$ cat config.mk
export PLATFORM = sky130hd
export DESIGN_NAME = bill_supply_ctrl
export DESIGN_NICKNAME = d
export VERILOG_FILES = /design/src/rtl/bill_supply_ctrl.sv
export SDC_FILE = /design/constraint.sdc
export NUM_CORES = 1
export LEC_CHECK = 0
export CELL_PAD_IN_SITES_DETAIL_PLACEMENT = 1
export CELL_PAD_IN_SITES_GLOBAL_PLACEMENT = 2
export CORE_MARGIN = 8
export CORE_UTILIZATION = 38
export CTS_CLUSTER_DIAMETER = 80
export CTS_CLUSTER_SIZE = 25
export DETAILED_ROUTE_END_ITERATION = 8
export PLACE_DENSITY = 0.86
export RECOVER_POWER = 25
export SLEW_MARGIN = 20
export SYNTH_ARGS = -nofsm -noshare
export SYNTH_HDL_FRONTEND = slang
export SYNTH_SLANG_ARGS = --single-unit
$ cat constraint.sdc
create_clock -name clk -period 12.5 [get_ports clk]
set_clock_uncertainty 0.15 [all_clocks]
set_input_delay 1.875 -clock clk [delete_from_list [all_inputs] [get_ports clk]]
set_output_delay 1.875 -clock clk [all_outputs]
set_load 0.005 [all_outputs]
$ cat src/rtl/bill_supply_ctrl.sv
// Metered supply billing controller: accrues usage per period, issues a bill, cuts the relay
// when the grace window lapses unpaid. Optional late fee on disconnection: BILL_SUPPLY_CTRL_LATE_FEE_EN.
//
// state   | meaning
// ACCUM   | counting usage over the billing period, nothing owed
// BILLED  | bill outstanding, supply on, grace window running
// DISCONN | grace lapsed unpaid, supply cut until fully settled
module bill_supply_ctrl #(
  parameter int RATE        = 2,
  parameter int BILL_PERIOD = 1000,
  parameter int GRACE       = 500,
  parameter int LATE_FEE    = 10
) (
  input  logic       clk,
  input  logic       reset,
  input  logic       unit_pulse,
  input  logic       pay_valid,
  input  logic [7:0] amount_paid,
  output logic [7:0] expected_amount,
  output logic       bill_valid,
  output logic       supply_on,
  output logic       overdue,
  output logic       paid_ok,
  output logic       pay_reject
);

  localparam int PW = (BILL_PERIOD > 1) ? $clog2(BILL_PERIOD) : 1;
  localparam int GW = (GRACE > 1) ? $clog2(GRACE) : 1;
  localparam logic [PW-1:0] PERIOD_LAST = PW'(BILL_PERIOD - 1);
  localparam logic [GW-1:0] GRACE_LAST  = GW'(GRACE - 1);

  typedef enum logic [1:0] {
    ACCUM   = 2'd0,
    BILLED  = 2'd1,
    DISCONN = 2'd2
  } state_t;

  state_t        state;
  logic [PW-1:0] period_cnt;
  logic [GW-1:0] grace_cnt;
  logic [7:0]    usage;
  logic [7:0]    outstanding;

  logic [7:0]  usage_inc;
  logic [31:0] bill_full;
  logic [7:0]  bill_amt;
  logic [7:0]  pay_applied;
  logic [7:0]  remain;
  logic [7:0]  disc_amt;

`ifdef BILL_SUPPLY_CTRL_LATE_FEE_EN
  logic [31:0] fee_sum;
`else
  logic unused_late_fee;
  assign unused_late_fee = (LATE_FEE != 0);
`endif

  // Wide product so usage*RATE saturates cleanly instead of wrapping.
  always_comb begin
    usage_inc   = (usage == 8'hFF) ? usage : usage + 8'd1;
    bill_full   = 32'(usage) * 32'(RATE);
    bill_amt    = (bill_full > 32'd255) ? 8'hFF : bill_full[7:0];
    pay_applied = 8'd0;
    if (pay_valid)
      pay_applied = (amount_paid < outstanding) ? amount_paid : outstanding;
    remain      = outstanding - pay_applied;
`ifdef BILL_SUPPLY_CTRL_LATE_FEE_EN
    fee_sum  = 32'(remain) + 32'(LATE_FEE);
    disc_amt = (fee_sum > 32'd255) ? 8'hFF : fee_sum[7:0];
`else
    disc_amt = remain;
`endif
  end

  always_ff @(posedge clk) begin
    if (reset) begin
      state           <= ACCUM;
      period_cnt      <= '0;
      grace_cnt       <= '0;
      usage           <= 8'd0;
      outstanding     <= 8'd0;
      expected_amount <= 8'd0;
      bill_valid      <= 1'b0;
      supply_on       <= 1'b1;
      overdue         <= 1'b0;
      paid_ok         <= 1'b0;
      pay_reject      <= 1'b0;
    end else begin
      paid_ok    <= 1'b0;
      pay_reject <= 1'b0;
      case (state)
        ACCUM: begin
          if (pay_valid)
            pay_reject <= 1'b1;
          if (period_cnt == PERIOD_LAST) begin
            // The pulse on the closing cycle belongs to the next period.
            period_cnt <= '0;
            usage      <= unit_pulse ? 8'd1 : 8'd0;
            grace_cnt  <= '0;
            if (bill_amt != 8'd0) begin
              state           <= BILLED;
              outstanding     <= bill_amt;
              expected_amount <= bill_amt;
              bill_valid      <= 1'b1;
            end
          end else begin
            period_cnt <= period_cnt + 1'b1;
            if (unit_pulse)
              usage <= usage_inc;
          end
        end

        BILLED: begin
          if (unit_pulse)
            usage <= usage_inc;
          grace_cnt <= grace_cnt + 1'b1;
          // A settling payment beats grace expiry in the same cycle.
          if (pay_valid && remain == 8'd0) begin
            state           <= ACCUM;
            outstanding     <= 8'd0;
            expected_amount <= 8'd0;
            bill_valid      <= 1'b0;
            supply_on       <= 1'b1;
            overdue         <= 1'b0;
            period_cnt      <= '0;
            paid_ok         <= 1'b1;
          end else if (grace_cnt == GRACE_LAST) begin
            state           <= DISCONN;
            supply_on       <= 1'b0;
            overdue         <= 1'b1;
            outstanding     <= disc_amt;
            expected_amount <= disc_amt;
          end else begin
            outstanding     <= remain;
            expected_amount <= remain;
          end
        end

        DISCONN: begin
          if (pay_valid) begin
            if (remain == 8'd0) begin
              state           <= ACCUM;
              outstanding     <= 8'd0;
              expected_amount <= 8'd0;
              bill_valid      <= 1'b0;
              supply_on       <= 1'b1;
              overdue         <= 1'b0;
              period_cnt      <= '0;
              paid_ok         <= 1'b1;
            end else begin
              outstanding     <= remain;
              expected_amount <= remain;
            end
          end
        end

        default: state <= ACCUM;
      endcase
    end
  end

endmodule
==> impl_metrics.json <==
{
  "period_share_pct": 51.4,
  "viasPerCell": 5.60,
  "tns_ps": 0,
  "clockRootBuffer": "clkbuf_8",
  "finalCriticalPeriod_ps": 6430,
  "gp_congestion": 0.807,
  "hold_buffers": 0,
  "cts_resized": 0,
  "diodes": 0,
  "area_growth_pct": 15.2,
  "hold_class": "flip-flop to flip-flop",
  "critPathKind": "primary input to flip-flop",
  "critPathCaptureType": "flip-flop",
  "synthArstFlopShare_pct": 0,
  "grt_use_total_pct": 15.0,
  "core_area_um2": 7610,
  "cts_buffers": 5,
  "grt_max_degree": 23,
  "status": "finished, final reports clean",
  "power.leakage_uw": 0.00127,
  "ys_ff_latch": 42,
  "finalMaxSlewViolations": 0,
  "rows": 32,
  "cts_htree_levels": 2,
  "yosysWarnings": 0,
  "finalHoldViolations": 0,
  "antenna_found_initial": 0,
  "clk_pin_slew_ps": 80,
  "seq_area_frac_synth_pct": 28.8,
  "grt_pass1_wl_mm": 13.8,
  "drcViolationCount": 0,
  "critPathLaunchType": "primary input",
  "drive_above_1_share_pct": 6.79,
  "syn_inst": 363,
  "totalWireLength_mm": 8.14,
  "rsz0062_at_grt": "false",
  "synth_ff_type": "dfxtp_1",
  "cellPowerDensity_nw_per_um2": 85.8,
  "syn_area_um2": 2920,
  "syn-num-nets": 398,
  "peakVddDrop_mv": 0.0417,
  "fin_nets": 418,
  "dr.pass1.iters": 4,
  "io_pins": 25,
  "fmax_ghz": 0.156,
  "crit_arrival_ps": 6490,
  "wire_per_inst_um": 16.8,
  "cap_violations": 0,
  "whs_ps": 332,
  "die_h_um": 104,
  "n_fill_cell": 931,
  "grt_pass1_vias": 2782,
  "die_area_um2": 10800,
  "avgSynthCellArea_um2": 8.05,
  "yosys.area.top_type": "dfxtp_1",
  "start_util_pct": 38.4,
  "cts_sinks": 42,
  "yosys-top-cells-area": "dfxtp_1, ha_1, nor2_1",
  "vias": 2718,
  "place.detailed.hpwl_mm": 6.27,
  "relSlewSlack_pct": 21.3,
  "ant_nets": 0,
  "yosys.area.top_type_share_pct": 28.8,
  "cts_tree": "built",
  "crit_path_max_fanout": 9,
  "first_iter_violations": 94,
  "synth_edf_count": 0,
  "overflow": 0,
  "insertion_delay_ps": 300,
  "finalSetupViolCount": 0,
  "yosysUniqueCellTypes": 59,
  "cts_buffer_depth": 2,
  "worstPathRequired_ps": 12560,
  "io_buffers": 24,
  "tightest_slew_ps": 1180,
  "post-cts-setup-buffers": 0,
  "die_w_um": 104
}
metal layers:
metal  part of all wire [%]  vias up  global-route usage, %
met5                      0        -                      0
met4                   0.93        0                   3.41
met3                    2.0        7                   2.48
met2                     45       21                   24.9
met1                     52     1309                   19.8
li1                       -     1381                      -
registers in the layout (all words and copies together) (netlist names), 2 cells and up:
signal and cells:
usage 8, state 2, outstanding 8, period_cnt 10
grace_cnt 9
logic make-up (layout without fill, tap and decap cells):
family	after synthesis	after routing	share of synthesized area (%)
mux	10	10	3.68
buf+inv	34	54	4.37
flops	42	42	28.8
compound gates	96	96	24.1
simple gates	145	145	25.0
xor+xnor	13	13	3.90
fa+ha+maj	23	23	10.1
cells in the final DEF (no fill, tap or decap), types with 3 or more instances in the layout:
| cell | instances |
|---|---|
| dfxtp_1 | 42 |
| nor2_1 | 36 |
| nand2_1 | 31 |
| o21ai_0 | 24 |
| ha_1 | 22 |
| inv_1 | 21 |
| and3_1 | 19 |
| clkdlybuf4s50_1 | 17 |
| nand3_1 | 14 |
| a21oi_1 | 13 |
| nand2b_1 | 9 |
| a211oi_1 | 9 |
| nor3_1 | 7 |
| xnor2_1 | 7 |
| o311ai_0 | 7 |
| dlygate4sd3_1 | 7 |
| mux2_2 | 6 |
| xor2_1 | 6 |
| clkbuf_8 | 6 |
| nand4_1 | 5 |
| nor4_1 | 5 |
| mux2i_1 | 4 |
| or2_2 | 4 |
| o31ai_1 | 4 |
| o21a_1 | 3 |
| nand3b_1 | 3 |
| a2111oi_0 | 3 |
| o211ai_1 | 3 |
| a221oi_1 | 3 |
| a31oi_1 | 3 |
layout make-up:
cell class                 count  area [µm²]  share of cell area (%)
clock buffer                   6        82.6                    2.45
clock inverter                 1        30.0                   0.892
inverter                      22        82.6                    2.45
multi-input combinational    287        1960                    58.2
sequential                    42         841                    25.0
tap                          102         128                    3.79
timing repair buffer          25         244                    7.25
synthesized netlist by cell type (all sizes together) (2+ instances only):
cell type and number:
clkbuf 11, nand2 31, nor4 5, nor4b 2, dfxtp 42, o211ai 3, and2 2, or3b 2
nor2b 2, a211oi 10, ha 22, o21a 3, nand3 14, xnor2 7, xor2 6, a221oi 3
a2111oi 4, o311ai 8, nand2b 9, mux2i 4, inv 21, a31oi 3, nand4 5, or2 4
o31ai 5, o21ai 25, and3 19, nor3b 2, mux2 6, o22ai 2, nor2 36, a21oi 13
a21o 2, nor3 7, nand3b 3
power breakdown:
group	internal (µW)	switching, µW	total [µW]
clock	64.0	49.3	113
combinational	17.6	18.7	36.4
sequential	136	2.77	139
total	218	70.8	289
final timing paths:
path,cells after the start,endpoint,slack [ps],startpoint
hold reg to reg,1,period_cnt[8],330,period_cnt[8]
hold / removal,1,period_cnt[8],330,period_cnt[8]
setup reg to reg,16,period_cnt[6],7630,outstanding[1]
setup / recovery,16,period_cnt[6],6070,amount_paid[7]
worst max-delay path, cell delays in order:
cell	delay (ps)
clkdlybuf4s50_1	450
ha_1	320
nand4_1	150
o31ai_2	650
mux2i_1	180
nor2b_1	190
ha_1	170
inv_1	50
fa_1	410
a211oi_1	310
o21ai_0	180
a211oi_1	240
and4_1	280
o21ai_2	150
a2111o_1	570
o32ai_1	290
per-stage QoR:
stage          setup WS, ps  total power, µW  instance area [µm²]  instances  util, %
2_1_floorplan          6620              165                 2920        363        -
3_3_place_gp           5640              178                 3250        478     42.8
3_5_place_dp           5360              179                 3250        478     42.8
4_1_cts                5670              293                 3370        485     44.2
5_1_grt                5600              301                 3370        485     44.3
6_report               6070              289                 3370        485     44.3
Power figures use the tool's default switching activity.
